`config.mk`:
```
export PLATFORM = sky130hd
export DESIGN_NAME = instr_fetch_unit
export DESIGN_NICKNAME = d
export VERILOG_FILES = /design/src/rtl/rv_fetch_pkg.sv /design/src/rtl/fetch_timeout_ctr.sv /design/src/rtl/instr_fetch_unit.sv
export SDC_FILE = /design/constraint.sdc
export NUM_CORES = 1
export LEC_CHECK = 0
export CORE_MARGIN = 4
export CORE_UTILIZATION = 26
export DETAILED_ROUTE_END_ITERATION = 16
export GPL_TIMING_DRIVEN = 0
export MAX_ROUTING_LAYER = met4
export PLACE_DENSITY = 0.53
export SLEW_MARGIN = 20
export SYNTH_ARGS = -nofsm -noshare
export SYNTH_HDL_FRONTEND = slang
export SYNTH_HIERARCHICAL = 1
export SYNTH_SLANG_ARGS = --single-unit
```
`constraint.sdc`:
```
create_clock -name clk -period 2.9 [get_ports clk]
set_input_delay 0.58 -clock clk [delete_from_list [all_inputs] [get_ports clk]]
set_output_delay 0.58 -clock clk [all_outputs]
set_load 0.02 [all_outputs]
```
`src/rtl/rv_fetch_pkg.sv`:
```
// Shared definitions for the instruction fetch slice: FSM state encoding,
// the default reset PC and the canonical NOP encoding.
package rv_fetch_pkg;

  typedef enum logic [1:0] {
    S_IDLE,
    S_REQ,
    S_WAIT,
    S_FULL
  } fetch_state_e;

  localparam logic [31:0] DEFAULT_RESET_PC = 32'h0000_0000;
  localparam logic [31:0] NOP_INSTR        = 32'h0000_0013;

endpackage

```
`src/rtl/fetch_timeout_ctr.sv`:
```
// Response-wait watchdog: counts consecutive cycles with run_i high and
// flags expiry on the LIMIT-th such cycle. Used only with FETCH_TIMEOUT_EN.
module fetch_timeout_ctr #(
  parameter int unsigned LIMIT = 15
) (
  input  logic clk_i,
  input  logic rst_i,
  input  logic run_i,
  output logic expired_o
);

  localparam int unsigned CW = (LIMIT > 1) ? $clog2(LIMIT) : 1;

  logic [CW-1:0] cnt_q;

  assign expired_o = run_i && (cnt_q == CW'(LIMIT - 1));

  always_ff @(posedge clk_i or posedge rst_i) begin
    if (rst_i) begin
      cnt_q <= '0;
    end else if (!run_i || expired_o) begin
      cnt_q <= '0;
    end else begin
      cnt_q <= cnt_q + 1'b1;
    end
  end

endmodule

```
`src/rtl/instr_fetch_unit.sv`:
```
// Single-outstanding instruction fetch unit with redirect and a one-entry
// holding register. Optional response timeout enabled by FETCH_TIMEOUT_EN.
module instr_fetch_unit
  import rv_fetch_pkg::*;
#(
  parameter logic [31:0] RESET_PC       = DEFAULT_RESET_PC,
  parameter int unsigned TIMEOUT_CYCLES = 15
) (
  input  logic        clk,
  input  logic        rst,
  input  logic        redirect_valid,
  input  logic [31:0] redirect_pc,
  input  logic        instr_ready,
  input  logic        mem_valid,
  input  logic [31:0] mem_data_out,
  output logic        mem_request,
  output logic        mem_we_re,
  output logic [3:0]  mem_mask,
  output logic [11:0] mem_address,
  output logic        instr_valid,
  output logic [31:0] instr,
  output logic [31:0] instr_pc,
  output logic        fetch_err
);

  fetch_state_e state_q;
  logic [31:0]  fetch_pc_q;
  logic [31:0]  instr_q;
  logic [31:0]  instr_pc_q;
  logic         instr_valid_q;

  assign mem_request = (state_q == S_REQ);
  assign mem_we_re   = 1'b0;
  assign mem_mask    = '1;
  assign mem_address = fetch_pc_q[13:2];
  assign instr_valid = instr_valid_q;
  assign instr       = instr_q;
  assign instr_pc    = instr_pc_q;

`ifdef FETCH_TIMEOUT_EN
  logic timeout_run;
  logic timeout_hit;
  logic fetch_err_q;

  assign timeout_run = (state_q == S_WAIT) && !mem_valid;
  assign fetch_err   = fetch_err_q;

  fetch_timeout_ctr #(
    .LIMIT(TIMEOUT_CYCLES)
  ) u_timeout (
    .clk_i    (clk),
    .rst_i    (rst),
    .run_i    (timeout_run),
    .expired_o(timeout_hit)
  );
`else
  logic unused_timeout_cfg;
  assign unused_timeout_cfg = ^TIMEOUT_CYCLES;
  assign fetch_err          = 1'b0;
`endif

  always_ff @(posedge clk or posedge rst) begin
    if (rst) begin
      state_q       <= S_IDLE;
      fetch_pc_q    <= RESET_PC;
      instr_q       <= '0;
      instr_pc_q    <= '0;
      instr_valid_q <= 1'b0;
`ifdef FETCH_TIMEOUT_EN
      fetch_err_q   <= 1'b0;
`endif
    end else if (redirect_valid) begin
      // Redirect flushes whatever is in flight or held, including a
      // response landing in the same cycle.
      state_q       <= S_REQ;
      fetch_pc_q    <= redirect_pc & ~32'h3;
      instr_valid_q <= 1'b0;
    end else begin
      unique case (state_q)
        S_IDLE: state_q <= S_REQ;
        S_REQ:  state_q <= S_WAIT;
        S_WAIT: begin
          if (mem_valid) begin
            instr_q       <= mem_data_out;
            instr_pc_q    <= fetch_pc_q;
            fetch_pc_q    <= fetch_pc_q + 32'd4;
            instr_valid_q <= 1'b1;
            state_q       <= S_FULL;
          end
`ifdef FETCH_TIMEOUT_EN
          else if (timeout_hit) begin
            fetch_err_q <= 1'b1;
            state_q     <= S_REQ;
          end
`endif
        end
        S_FULL: begin
          if (instr_ready) begin
            instr_valid_q <= 1'b0;
            state_q       <= S_REQ;
          end
        end
        default: state_q <= S_IDLE;
      endcase
    end
  end

endmodule

```
==> results.py <==
metrics = {
    "placement": {
        "dp_cells": 736,
        "post-place-ws_ns": 0.09500,
        "place.gp.congestion": 0.7281,
        "dpl-instance-area_um2": 6125,
        "port_buffers": 141,
        "dp_hpwl_um": 8812,
    },
    "sta": {
        "fmax_ghz": 0.4200,
        "final_max_slew_viol_count": 0,
        "worst_slack_ns": 0.5190,
        "fin_skew_ns": 0.008835,
        "rsz0062_at_grt": "false",
        "finalSetupViolCount": 0,
        "period_share": 0.8211,
        "fin_setup_tns_ns": 0,
        "min_period_ns": 2.381,
        "hold_viol": 0,
        "max_slew_margin": 0.4535,
        "worst_pin_slew_ns": 0.8134,
        "hold-worst-slack_ns": 0.4820,
    },
    "routing": {
        "drtPass1Iterations": 4,
        "wire_per_inst_um": 15.27,
        "drt_iter0_drc": 113,
        "ant_nets": 0,
        "vias": 3198,
        "avgViaCountPerCell": 4.253,
        "route.detailed.drc": 0,
        "wl_um": 11480,
    },
    "power": {
        "powerDensity_nw_per_um2": 846.0,
        "peakVddDrop_mv": 0.5022,
        "p_int_mw": 3.623,
        "power.switching_mw": 1.792,
        "swShare": 0.3310,
        "p_leak_nw": 2.734,
        "total_power_mw": 5.415,
        "pwr-share-clk": 0.207,
        "seqPwrFrac": 0.379,
        "pwr-share-comb": 0.414,
    },
    "clock_network": {
        "cts_tree": "built",
        "clock_path_buffers": 2,
        "holdBufCountCts": 0,
        "htreeDepth": 3,
        "clock-sinks": 95,
        "clk_pin_slew_ns": 0.06,
        "cts_resized": 0,
        "cts_setup_buffers": 0,
        "root_buffer": "clkbuf_16",
        "clk_latency_ns": 0.35,
        "numCtsBuffers": 9,
    },
    "layout": {
        "final_core_util": 0.3888,
        "antennaDiodeCount": 0,
        "drive_gt1_frac": 0.2274,
        "syn2layout_area_growth_pct": 47.10,
        "fin_cells": 752,
        "fin_area_um2": 6401,
        "nNetsFinal": 601,
    },
    "logic_synthesis": {
        "ys_types": 36,
        "synth.cell_area_um2": 4352,
        "syn_area_per_cell_um2": 11.89,
        "yosysMostFrequentCell": "dfrtp_1",
        "synth_top_cell_by_area": "dfrtp_1",
        "yosysSeqAreaShare": 0.5463,
        "synth_area_leaders": "dfrtp_1 (55%), mux2_2 (16%), nand2_1 (3.9%), buf_4 (3.5%), xor2_1 (3.4%)",
        "synth_edf_count": 0,
        "postSynth.asyncResetShare": 1.000,
        "postSynthCellCount": 366,
        "synth_common_cells": "dfrtp_1 (95), mux2_2 (60), nand2_1 (45)",
        "synth_top_area_share": 0.5463,
        "ys.warnings.count": 6,
        "yosys_register_bits": 95,
        "synth_top_flop_cell": "dfrtp_1",
    },
    "critical_path": {
        "startpoint_type": "input port",
        "path_max_fanout": 10,
        "cp.required_ns": 3.13,
        "end_kind": "flop",
        "cp.arrival_ns": 2.61,
        "crit_type": "in -> reg",
    },
    "run_status": {
        "outcome": "finished, final reports clean",
    },
    "floorplanning": {
        "coreArea_um2": 16470,
        "die-height_um": 137.4,
        "initial_core_util": 0.2643,
        "rows": 47,
        "die_w_um": 137.4,
        "io_pins": 153,
        "dieArea_um2": 18870,
    },
    "global_routing": {
        "grt_pass1_wl_um": 18040,
        "antenna_found_initial": 0,
        "grt_overflow_total": 0,
        "grt_max_degree": 32,
        "grt_use_total": 0.1280,
        "grt_pass1_vias": 3407,
    },
    "flow_run": {
        "max_cap_viol_count": 0,
    },
    "hold_path": {
        "min_path_type": "reg -> reg",
    },
}
[power by group through the flow]
stage	sequential, mW	combinational [mW]	clock [mW]
2_1_floorplan	2.56	0.629	0
3_3_place_gp	2.06	2.24	0
3_5_place_dp	2.09	2.27	0
4_1_cts	2.06	2.28	1.17
5_1_grt	2.12	2.39	1.22
6_report	2.05	2.24	1.12
[flip-flops by register name, summed over array words and instances, names as in the netlist]
| register | cells |
|---|---|
| instr_valid | 1 |
| instr_pc | 30 |
| state_q | 2 |
| instr | 32 |
| fetch_pc_q | 30 |
[routing by layer]
metal	global-route usage	vias up	part of all wire
met3	0.02520	15	0.050
met1	0.1603	1541	0.45
met2	0.2052	94	0.48
met4	0.04933	0	0.018
met5	-	-	0
li1	-	1548	-
[logic make-up after synthesis]
| logic type | Yosys count | synth area share |
|---|---|---|
| AOI/OAI and AO/OA | 37 | 0.04428 |
| xor gates and xnor gates | 29 | 0.05837 |
| adders and majority gates | 5 | 0.01438 |
| buffers and inverters | 42 | 0.06038 |
| DFF | 95 | 0.5463 |
| muxes | 61 | 0.1576 |
| other | 2 | 0.001726 |
| and+or+nand+nor | 95 | 0.1170 |
[cell type report]
type	count	area, um2
fill	1612	10060
buffer	34	232.7
multi-input combinational	235	1734
clock buffer	12	256.5
timing repair buffer	144	1471
clock inverter	4	20.02
sequential	95	2377
inverter	8	33.78
tap	220	275.3
[worst max-delay path: stages]
cell and delay (ns):
clkdlybuf4s50_1 0.48, nand2_1 0.16, or2_2 0.15, clkbuf_1 0.47, buf_2 0.39, mux2_2 0.37
[final timing paths]
check                             startpoint              to  slack, ns  depth (start not counted)
worst max-delay path               mem_valid    instr_pc[28]       0.52                          6
max in group asynchronous                rst  fetch_pc_q[23]       1.90                          3
worst min-delay path            instr_pc[11]    instr_pc[11]       0.48                          2
worst max register to register    state_q[0]    instr_pc[28]       0.53                          7
worst min register to register  instr_pc[11]    instr_pc[11]       0.48                          2
min in group asynchronous                rst   fetch_pc_q[9]       0.55                          2
[cell usage in the layout (no fill, tap or decap), types with 2 or more instances in the layout]
| master | n |
|---|---|
| nor3_2 | 4 |
| nand4_1 | 8 |
| o21ai_1 | 4 |
| clkbuf_8 | 3 |
| clkbuf_16 | 9 |
| or4_4 | 2 |
| nand3_1 | 9 |
| mux2_2 | 60 |
| buf_12 | 3 |
| clkdlybuf4s50_1 | 141 |
| a211oi_1 | 2 |
| xor2_1 | 17 |
| nand3_2 | 2 |
| and4_2 | 3 |
| xnor2_1 | 12 |
| buf_2 | 5 |
| nor3_1 | 3 |
| ha_1 | 5 |
| buf_4 | 20 |
| o21ai_0 | 29 |
| inv_1 | 7 |
| dfrtp_1 | 95 |
| and3_1 | 6 |
| clkbuf_1 | 7 |
| nor2_1 | 6 |
| nand2_1 | 45 |
| clkinv_2 | 4 |
| conb_1 | 8 |
Note: power is estimated with default switching activity, not from simulation.
